`config.mk`:
```
export PLATFORM = sky130hd
export DESIGN_NAME = trojan_leak_serializer
export DESIGN_NICKNAME = d
export VERILOG_FILES = /design/src/rtl/trojan_leak_serializer.sv
export SDC_FILE = /design/constraint.sdc
export NUM_CORES = 1
export LEC_CHECK = 0
export BUFFER_PORTS_ARGS = -buffer_cell sky130_fd_sc_hd__buf_2
export CAP_MARGIN = 20
export CORE_UTILIZATION = 50
export CTS_BUF_LIST = sky130_fd_sc_hd__clkbuf_4 sky130_fd_sc_hd__clkbuf_8
export DETAILED_ROUTE_END_ITERATION = 8
export GPL_TIMING_DRIVEN = 0
export PLACE_DENSITY_LB_ADDON = 0.25
export SLEW_MARGIN = 20
export SYNTH_ARGS = -nofsm -noshare
export SYNTH_HDL_FRONTEND = slang
export SYNTH_SLANG_ARGS = --single-unit
```
`constraint.sdc`:
```
create_clock -name clk -period 2.36 [get_ports clk]
set_input_delay 0 -clock clk [delete_from_list [all_inputs] [get_ports clk]]
set_output_delay 0 -clock clk [all_outputs]
set_load 0.05 [all_outputs]
```
`src/rtl/trojan_leak_serializer.sv`:
```
// Serialises a 64-bit load word onto a single leakage bit as preamble + data + idle gap,
// each bit held BIT_CYCLES clocks, and counts completed frames.
module trojan_leak_serializer #(
  parameter int unsigned BIT_CYCLES = 4,
  parameter int unsigned GAP_CYCLES = 16,
  parameter logic [7:0]  PREAMBLE   = 8'hA5,
  parameter bit          LSB_FIRST  = 1'b1
) (
  input  logic        clk,
  input  logic        rst,
  input  logic        enable,
  input  logic [63:0] load,
  input  logic        load_valid,
  output logic        load_ready,
  output logic        leak_bit,
  output logic        leak_active,
  output logic        frame_done,
  output logic [15:0] frame_count
);

  localparam int unsigned DATA_W = 64;
  localparam int unsigned CNT_W  = 16;
  localparam int unsigned IDX_W  = 7;
  localparam int unsigned PER_W  = (BIT_CYCLES > 1) ? $clog2(BIT_CYCLES) : 1;
  localparam int unsigned GAP_W  = (GAP_CYCLES > 1) ? $clog2(GAP_CYCLES) : 1;

  localparam logic [IDX_W-1:0] PRE_BITS    = IDX_W'(8);
  localparam logic [IDX_W-1:0] LAST_IDX    = IDX_W'(71);
  localparam logic [PER_W-1:0] PERIOD_LAST = PER_W'(BIT_CYCLES - 1);
  localparam logic [GAP_W-1:0] GAP_LAST    = GAP_W'(GAP_CYCLES - 1);
  localparam logic [CNT_W-1:0] CNT_MAX     = '1;

  typedef enum logic [1:0] {
    IDLE     = 2'd0,
    PRE      = 2'd1,
    DATA     = 2'd2,
    GAP      = 2'd3
  } state_e;

  state_e             state_q, state_d;
  logic [DATA_W-1:0]  shreg_q, shreg_d;
  logic [PER_W-1:0]   period_q, period_d;
  logic [IDX_W-1:0]   idx_q, idx_d;
  logic [GAP_W-1:0]   gap_q, gap_d;
  logic               leak_bit_q, leak_bit_d;
  logic               leak_active_q, leak_active_d;
  logic               frame_done_q, frame_done_d;
  logic [CNT_W-1:0]   frame_count_q, frame_count_d;

  logic [IDX_W-1:0]   nxt_idx;
  logic [2:0]         pre_sel;
  logic               data_bit;
  logic [CNT_W-1:0]   count_inc;
  logic [DATA_W-1:0]  shreg_shift;

  assign load_ready  = (state_q == IDLE) && enable;
  assign leak_bit    = leak_bit_q;
  assign leak_active = leak_active_q;
  assign frame_done  = frame_done_q;
  assign frame_count = frame_count_q;

  // Next-bit selection helpers: preamble goes MSB first, data drains from the shift register.
  always_comb begin
    nxt_idx     = idx_q + IDX_W'(1);
    pre_sel     = ~nxt_idx[2:0];
    data_bit    = LSB_FIRST ? shreg_q[0] : shreg_q[DATA_W-1];
    shreg_shift = LSB_FIRST ? {1'b0, shreg_q[DATA_W-1:1]} : {shreg_q[DATA_W-2:0], 1'b0};
    count_inc   = (frame_count_q == CNT_MAX) ? frame_count_q : frame_count_q + CNT_W'(1);
  end

  // Frame sequencing; enable low abandons the frame without counting it.
  always_comb begin
    state_d       = state_q;
    shreg_d       = shreg_q;
    period_d      = period_q;
    idx_d         = idx_q;
    gap_d         = gap_q;
    leak_bit_d    = leak_bit_q;
    leak_active_d = leak_active_q;
    frame_done_d  = 1'b0;
    frame_count_d = frame_count_q;

    if (!enable) begin
      state_d       = IDLE;
      period_d      = '0;
      idx_d         = '0;
      gap_d         = '0;
      leak_bit_d    = 1'b0;
      leak_active_d = 1'b0;
    end else begin
      case (state_q)
        IDLE: begin
          if (load_valid) begin
            state_d       = PRE;
            shreg_d       = load;
            period_d      = '0;
            idx_d         = '0;
            leak_bit_d    = PREAMBLE[7];
            leak_active_d = 1'b1;
          end
        end
        PRE, DATA: begin
          if (period_q == PERIOD_LAST) begin
            period_d = '0;
            if (idx_q == LAST_IDX) begin
              idx_d         = '0;
              leak_bit_d    = 1'b0;
              leak_active_d = 1'b0;
              if (GAP_CYCLES == 0) begin
                state_d       = IDLE;
                frame_done_d  = 1'b1;
                frame_count_d = count_inc;
              end else begin
                state_d = GAP;
                gap_d   = '0;
              end
            end else begin
              idx_d = nxt_idx;
              if (nxt_idx < PRE_BITS) begin
                leak_bit_d = PREAMBLE[pre_sel];
              end else begin
                state_d    = DATA;
                leak_bit_d = data_bit;
                shreg_d    = shreg_shift;
              end
            end
          end else begin
            period_d = period_q + PER_W'(1);
          end
        end
        GAP: begin
          if (gap_q == GAP_LAST) begin
            state_d       = IDLE;
            gap_d         = '0;
            frame_done_d  = 1'b1;
            frame_count_d = count_inc;
          end else begin
            gap_d = gap_q + GAP_W'(1);
          end
        end
        default: state_d = IDLE;
      endcase
    end
  end

  always_ff @(posedge clk) begin
    if (rst) begin
      state_q       <= IDLE;
      shreg_q       <= '0;
      period_q      <= '0;
      idx_q         <= '0;
      gap_q         <= '0;
      leak_bit_q    <= 1'b0;
      leak_active_q <= 1'b0;
      frame_done_q  <= 1'b0;
      frame_count_q <= '0;
    end else begin
      state_q       <= state_d;
      shreg_q       <= shreg_d;
      period_q      <= period_d;
      idx_q         <= idx_d;
      gap_q         <= gap_d;
      leak_bit_q    <= leak_bit_d;
      leak_active_q <= leak_active_d;
      frame_done_q  <= frame_done_d;
      frame_count_q <= frame_count_d;
    end
  end

endmodule

```
==> results.md, run 1 <==
* DRC at 0
* Seq cells post-synth at 98
* Sequential share of the synthesized area at 38.1%
* Post-synthesis cell type count at 50
* Signal arrival time at the worst endpoint at around 2.5 ns
* Top FF cell, synth: dfxtp_1
* Post-route ant nets at 0
* First-pass GRT wire length at 19300 microns
* Die area at around 0.011 sq mm
* Fin Clk Skew at around 0.010 ns
* Crit path max fanout at 10
* Chip Width at 103 microns
* Worst R2R Start: state_q[0]
* Hold Path Stages at 3
* Drt pass-1 iters at 4
* Fillers at around 800
* CTS tree: yes
* CTS Root Cell: clkbuf_8
* Crit. End Element: register
* Peak Freq at 0.444 GHz
* Crit path required time at 2.59 ns
* Type of origin of the critical path: register
* Detailed-route vias per instance at approximately 5.6
* Status: finished clean
* EDFF count, synth at 0
* Pwr dens at 572 mW/mm^2
* Routed WL at about 12000 microns
* RR Endpoint: shreg_q[54]
* Antenna violations before repair at 0
* Synth Net Count at 591
* Post-Synth XOR/XNOR Area at roughly 2.9%
* Worst Max-Slew Pin Slew at 0.696 ns
* Period utilisation layout at 95.5%
* Layout cells sized above 1 at a little under a third
* Clk_lat worst skew at ~0.37 ns
* Final Hold Viols at 0
* # diodes at 0
* Place WS at -0.0815 ns
* Sink of the worst hold path: shreg_q[15]
* Setup CP Type: reg -> reg
* Die height at between 100 and 150 microns
* H-tree depth at 3
* Number of global-route vias before repair at ~4100
* Nets at 727
* R2r worst-path depth at 10
* Post-Synthesis Cell Area at approximately 0.0051 sq mm
* CTS sink count at between 90 and 100
* Ys async rst share at 0%
* Setup Viol. Count Final at 0
* Mean Syn Cell Area at between 9 and 10 sq um
* HP Class: in -> reg
* CTS buffer count at 9
* Largest family of logic cells by synthesized area: compound AO/OA/AOI/OAI gates
* Worst slew margin at between 50 and 60%
* WL/cell at about 15 microns
* CTS max path bufs at 2
* Core area at 0.00986 sq mm
* Ys Warns at 0
* Clock-pin slew on the worst setup and hold paths at roughly 0.09 ns
* Gr usage total at a little under a quarter
* Unrepaired setup endpoints after global routing: false
* Min Tclk post-route at 2.25 ns
* Hold Startpoint: load[15]
* R2r setup slk at approximately 0.11 ns
* Syn Inst Count at 517
* Worst ir drop on vdd at 291 uV
* Largest net degree at the start of global routing at 17
* Area Growth Syn to Fin at 24.3%
* RD Place Congestion at ~0.90
* Fraction of the mapped netlist area in compound gates at between 20% and 30%
* Mux cell area share after synthesis at 12.9%
* IO Pins at slightly below 90
* Post-Synth Adder-Cell Area at roughly 1.5%
* Design area at 0.00640 sq mm
* Via count at 4422
* Total gr overflow at 0
* Initial DRC count at about 190
* Maxcap violations at 0
* Cell row count at 36
* Final worst slack at ~0.11 ns
* Cell area after placement at approximately 0.0058 sq mm
* Buffers on Ports at between 80 and 90
* Detailed placer's ending HPWL at approximately 8400 microns
* Pleak at 2.34 nW
* Final Max Tran Viols at 0
* Post-Synth Simple-Gate Area at a little under an eighth
* Initial Utilization at roughly 52%
## metrics by stage
step	std cells	TNS (ns)	hold WS, ns	power, mW	util [%]
2_1_floorplan	517	0	0.157	2.27	-
3_3_place_gp	737	0	0.299	2.40	58.3
3_5_place_dp	737	-1.72	0.303	2.42	58.3
4_1_cts	784	0	0.000238	3.68	64.2
5_1_grt	790	0	0.000280	3.82	64.9
6_report	790	0	0.00612	3.66	64.9
## cell families (layout without fill, tap and decap cells)
logic type | after synthesis | in the layout
AOI/OAI and AO/OA | 171 | 171
and+or+nand+nor | 110 | 110
DFF | 98 | 98
muxes | 66 | 66
buffers and inverters | 49 | 189
xor gates and xnor gates | 17 | 17
adders and majority gates | 6 | 6
## worst max path at each step
stage / start / end / slack, ns / cells after the start
global route: state_q[0] / shreg_q[56] / 0.01 / 10
detailed placement: idx_q[0] / shreg_q[28] / -0.08 / 7
floorplan: idx_q[0] / shreg_q[0] / 0.35 / 8
global placement: idx_q[0] / shreg_q[30] / 0.005 / 7
CTS: state_q[0] / shreg_q[59] / 0.03 / 7
finish: state_q[0] / shreg_q[54] / 0.11 / 10
## cell type report
cell class	instances	area (sq um)	share of cell area, %
buffer	43	302	4.71
clock buffer	10	138	2.15
clock inverter	5	87.6	1.37
inverter	6	22.5	0.352
multi-input combinational	370	2900	45.4
sequential	98	1960	30.7
tap	133	166	2.60
timing repair buffer	125	818	12.8
## routing by layer
layer	global-route usage, %	part of all wire [%]	vias to the layer above
met5	0	0	-
met4	8.02	1.4	0
met3	4.10	3.5	14
met2	39.2	48	92
met1	29.7	47	2117
li1	-	-	2199
## power by group
group          total (mW)  internal (mW)  switching [mW]
clock                1.22          0.629           0.595
combinational       0.639          0.307           0.333
sequential           1.80           1.75          0.0514
total                3.66           2.68           0.979
## cells in the final DEF, fill, tap and decap left out, types with 6 or more instances in the layout
cell / instances
a211oi_2: 59
a21oi_1: 71
and3_1: 6
buf_12: 8
buf_2: 96
clkbuf_1: 14
clkbuf_2: 12
clkbuf_8: 10
dfxtp_1: 97
dlygate4sd3_1: 34
inv_1: 6
mux2i_1: 65
nand2_1: 20
nand3_1: 10
nand4_1: 6
nor2_1: 32
nor3_1: 7
o21ai_1: 7
xor2_1: 13
## cells in the mapped netlist, drive strengths merged (5+ instances only)
cell type,count,area share [%]
dfxtp,98,38
a21oi,72,7.1
mux2i,65,13
a211oi,64,15
nor2,35,2.7
clkbuf,26,1.9
nand2,20,1.5
buf,17,3.6
xor2,13,2.2
o21ai,12,1.2
nand3,11,1.1
nor3,9,1.2
and2,6,0.78
and3,6,0.73
ha,6,1.5
inv,6,0.44
nand4,6,0.73
nand2b,5,0.61
## registers in the layout, summed over array words and instances (netlist names)
| register | cells |
|---|---|
| shreg_q | 64 |
| frame_count | 16 |
| idx_q | 7 |
| gap_q | 4 |
| period_q | 2 |
| state_q | 2 |
| frame_done | 1 |
| leak_active | 1 |
| leak_bit | 1 |
## worst max-delay path, cell delays in order (launching register included)
cell,delay (ns)
dfxtp_1,0.36
inv_1,0.06
ha_1,0.26
buf_2,0.20
mux2_2,0.22
nand3_1,0.14
a21oi_4,0.29
and2_4,0.21
buf_12,0.15
buf_12,0.15
a211oi_2,0.06
## repair_timing
action                                  CTS  global route
pin swaps                                 1             1
resized for setup                        11            13
buffers inserted                          2             2
endpoints found under the setup margin   61            60
hold endpoints to repair                 30             4
hold buffers                             30             4
No activity file was read; power rests on OpenSTA's default activity.
==> run 2, diff against run 1 <==
--- a/config.mk
+++ b/config.mk
@@ -12,4 +12,6 @@
 export DETAILED_ROUTE_END_ITERATION = 8
+export GPL_ROUTABILITY_DRIVEN = 0
 export GPL_TIMING_DRIVEN = 0
 export PLACE_DENSITY_LB_ADDON = 0.25
+export REMOVE_ABC_BUFFERS = 1
 export SLEW_MARGIN = 20
==> constraint.sdc (replaced) <==
create_clock -name clk -period 2.36 [get_ports clk]
set_input_delay 0.472 -clock clk [delete_from_list [all_inputs] [get_ports clk]]
set_output_delay 0.472 -clock clk [all_outputs]
set_load 0.05 [all_outputs]
==> results.md, run 2 (synthesis results as in run 1) <==
* Status: finished clean
* Initial DRC count at between 100 and 150
* Core area at 0.00986 sq mm
* Largest Register: shreg_q
* Pleak at around 2.1 nW
* Most frequent CP cell: buf_8
* Cell row count at 36
* Critical-path cell list: ha_2 > nand3_2 > nor3_4 > o31ai_4 > buf_8 > buf_8 > and2_4 > buf_4 > a211oi_2
* CP startpoint: idx_q[0]
* Placed cells at 701
* Worst slew margin at just under 60%
* Clock-pin slew on the worst setup and hold paths at approximately 0.090 ns
* Total power at between 3 and 4 mW
* IO Pins at 88
* Setup CP Type: reg -> reg
* Gr usage total at between 20% and 30%
* Max reg flops at 64
* Buffers on Ports at 87
* Antenna violations before repair at 0
* Final Hold Viols at 0
* Hold Startpoint: load_valid
* Hold_ws at roughly 0.43 ns
* WL/cell at between 15 and 20 microns
* Delay-heaviest family, CP: simple AND/OR/NAND/NOR gates
* Crit path required time at about 2.6 ns
* Design area at about 0.0060 sq mm
* Die area at 0.0107 sq mm
* CTS Root Cell: clkbuf_8
* WP buf/inv at 3
* Maxcap violations at 0
* Routed WL at around 11000 microns
* Clk_lat worst skew at 0.35 ns
* DRC at 0
* Total gr overflow at 0
* Commonest cells after routing, fill and taps aside: dfxtp_1, buf_2, a21oi_1
* CTS buffer count at 9
* Min Tclk post-route at around 2.3 ns
* Commonest non-fill, non-tap cell in the layout: dfxtp_1
* Final Max Tran Viols at 0
* Peak Freq at about 0.44 GHz
* Worst R2R Start: idx_q[0]
* Fillers at around 850
* Die height at 103 microns
* Fin Clk Skew at about 0.011 ns
* Layout cells sized above 1 at about 33%
* Type of origin of the critical path: register
* Detailed placer's ending HPWL at approximately 7300 microns
* Area Growth Syn to Fin at 17.1%
* # diodes at 0
* Crit. End Element: register
* CTS sink count at 98
* Worst Max-Slew Pin Slew at a little over 0.6 ns
* Post-route ant nets at 0
* Nets at about 670
* CTS tree: yes
* Pwr dens at 576 mW/mm^2
* Period utilisation layout at between 90% and 100%
* Crit path max fanout at 19
* First-pass GRT wire length at 18200 microns
* Largest net degree at the start of global routing at 55
* Chip Width at roughly 100 microns
* Post-route setup TNS at 0 ns
* Signal arrival time at the worst endpoint at between 2 and 3 ns
* CTS max path bufs at 2
* HP Class: in -> reg
* Via count at 4169
* Slowest stage delay, CP at ~0.44 ns
* Number of global-route vias before repair at around 3900
* Drt pass-1 iters at 4
* Detailed-route vias per instance at approximately 5.7
* Setup Viol. Count Final at 0
* Final cell count without fillers at roughly 730
* Initial Utilization at a little over half
* H-tree depth at 3
* Slowest CP cell: dfxtp_1
* Worst ir drop on vdd at 359 uV
* Cell area after placement at between 0.005 and 0.006 sq mm
[run 2: metrics by stage]
| step | setup slack (ns) | util, % |
|---|---|---|
| floorplan | -3.37 | - |
| global placement | -5.05 | 55.4 |
| global route | -0.0117 | 61.1 |
| CTS | 0.0584 | 60.1 |
| finish | 0.0899 | 61.1 |
| detailed placement | -1.11 | 57.2 |
[run 2: area by class of cell]
cell class              count  area (sq um)  area share [%]
repair buffers            106           737            12.2
flip-flops and latches     98          1960            32.5
clock inverters             6          66.3            1.10
clock buffers              10           131            2.18
inverters                   6          22.5           0.374
multi-input cells         373          2940            48.8
well taps                 133           166            2.76
[run 2: worst reg2reg max path, delay by kind of cell, from the launching register on]
family / cells / cell delay, ns
AND/OR/NAND/NOR: 3 / 0.70
buffers and inverters: 3 / 0.48
flip-flops: 1 / 0.44
adder cells (fa/ha/maj): 1 / 0.29
AO/OA/AOI/OAI: 2 / 0.27
[run 2: where the power goes]
part	internal [mW]	switching, mW	total, mW
clock network	0.504	0.577	1.08
registers	1.75	0.0483	1.79
logic	0.278	0.321	0.599
total	2.53	0.946	3.47
[run 2: final timing paths]
| path | end | slack [ns] | cells after the start |
|---|---|---|---|
| min | leak_active | 0.43 | 3 |
| max | shreg_q[35] | 0.09 | 9 |
| max reg2reg | shreg_q[35] | 0.09 | 9 |
| min reg2reg | shreg_q[63] | 0.48 | 2 |
[run 2: repair_timing]
item	in CTS	in global routing
gates cloned	3	0
setup endpoints to repair	64	58
pin swaps	3	1
hold buffers	0	0
gates resized for setup	5	2
buffers inserted	4	8
[run 2: routing by layer]
layer  up-vias  wire (microns)  track usage [%]
met5         -               0                0
met4         0              88             3.58
met3         7             413             5.17
met2        87            5540             37.7
met1      1983            5440             27.7
li1       2092               -                -
==> run 3, diff against run 2 <==
- CORE_MARGIN: not set -> 8
- REMOVE_ABC_BUFFERS: 1 -> not set
==> results.md, run 3 (synthesis results as in run 1) <==
* WL/cell at 16.0 microns
* Placed cells at 740
* Critical-path cell list: inv_1 > ha_1 > buf_2 > mux2_2 > nand3_1 > a21oi_4 > buf_12 > and2_4 > buf_12 > buf_12 > a211oi_2
* Slowest CP cell: dfxtp_1
* Total gr overflow at 0
* Status: finished clean
* Crit path required time at 2.64 ns
* Pwr dens at approximately 590 mW/mm^2
* Detailed-route vias per instance at between 5 and 6
* Post-route setup TNS at 0 ns
* Setup Viol. Count Final at 0
* CTS buffer count at 9
* Crit path max fanout at 10
* Largest net degree at the start of global routing at 16
* Max reg flops at 64
* Final cell count without fillers at 759
* Chip Width at ~120 microns
* Initial DRC count at roughly 230
* Largest Register: shreg_q
* Worst ir drop on vdd at around 390 uV
* Pleak at between 2 and 2.5 nW
* Layout cells sized above 1 at 33.3%
* HP Class: in -> reg
* CTS max path bufs at 2
* Antenna violations before repair at 1
* Post-route ant nets at 0
* Maxcap violations at 0
* Commonest cells after routing, fill and taps aside: dfxtp_1, buf_2, a21oi_1
* CTS tree: yes
* Cts hold-fix bufs at 0
* Peak Freq at between 0.4 and 0.5 GHz
* Hold_ws at between 0.4 and 0.5 ns
* Drt pass-1 iters at 4
* Unrepaired setup endpoints after global routing: false
* Clock-pin slew on the worst setup and hold paths at roughly 0.1 ns
* DRC at 0
* Cell row count at 37
* Setup CP Type: reg -> reg
* Final Max Tran Viols at 0
* Die area at between 0.01 and 0.015 sq mm
* Worst slew margin at 53.0%
* Buffers on Ports at slightly below 90
* Area Growth Syn to Fin at 17.6%
* Final Hold Viols at 0
* Number of global-route vias before repair at 4297
* Initial Utilization at between 50% and 60%
* Die height at roughly 120 microns
* Routed WL at between 10000 and 15000 microns
* Gr usage total at 17.1%
* Slowest stage delay, CP at 0.36 ns
* Most frequent CP cell: buf_12
* Fillers at around 900
* Signal arrival time at the worst endpoint at between 2 and 3 ns
* Clk_lat worst skew at ~0.36 ns
* Via count at between 4000 and 5000
* H-tree depth at 3
* Min Tclk post-route at 2.23 ns
* CTS sink count at 98
* FF+latch area at 0.00196 sq mm
* First-pass GRT wire length at 20400 microns
* Fin Clk Skew at between 0.01 and 0.015 ns
* Nets at 692
* Type of origin of the critical path: register
* Total power at 3.57 mW
* Commonest non-fill, non-tap cell in the layout: dfxtp_1
* Crit. End Element: register
* R2r setup slk at 0.13 ns
* Footprint of the multi-input gates at between 0.002 and 0.003 sq mm
* Worst Max-Slew Pin Slew at between 0.7 and 0.8 ns
* Core area at roughly 0.010 sq mm
* IO Pins at 88
* Detailed placer's ending HPWL at 8910 microns
* CTS Root Cell: clkbuf_8
* Period utilisation layout at between 90% and 100%
-- run 3: worst max-delay path, delay by kind of cell, from the launching register on --
| family | cells | cell delay, ns |
|---|---|---|
| AOI/OAI and AO/OA | 2 | 0.24 |
| adders and majority gates | 1 | 0.28 |
| buffers and inverters | 5 | 0.68 |
| DFF | 1 | 0.36 |
| muxes | 1 | 0.31 |
| and+or+nand+nor | 2 | 0.30 |
-- run 3: through the flow --
step | setup slack (ns) | instance area [sq um] | util [%]
global placement | -0.00298 | 5750 | 56.8
detailed placement | -0.102 | 5750 | 56.8
global route | 0.00379 | 6050 | 59.7
CTS | 0.0126 | 6020 | 59.4
finish | 0.133 | 6050 | 59.7
floorplan | 0.346 | 5150 | -
-- run 3: cell type report --
type / count / share of cell area (%)
tap: 136 / 2.81
sequential: 98 / 32.4
inverter: 6 / 0.372
multi-input combinational: 370 / 47.9
timing repair buffer: 90 / 7.98
clock inverter: 5 / 1.32
clock buffer: 10 / 2.17
buffer: 43 / 4.98
antenna: 1 / 0.0413
-- run 3: path summary, 6_finish.rpt --
path            endpoint  cells after the start        from
max          shreg_q[12]                     11  state_q[0]
min reg2reg     gap_q[3]                      2    gap_q[3]
min          leak_active                      3  load_valid
max reg2reg  shreg_q[12]                     11  state_q[0]
-- run 3: repair_timing --
item                       CTS  global route
pin swaps                    1             1
resized for setup            9            16
setup buffers                2             1
setup endpoints to repair   61            60
-- run 3: report_power, final --
group	total (mW)	internal, mW	switching (mW)
logic	0.596	0.274	0.322
registers	1.80	1.75	0.0501
clock network	1.17	0.602	0.573
total	3.57	2.62	0.946
-- run 3: routing by layer --
layer,share of wire [%],vias up,track usage (%)
li1,-,2128,-
met1,47,2023,21.4
met2,46,92,28.0
met3,3.9,17,3.60
met4,2.3,0,7.21
met5,0,-,0
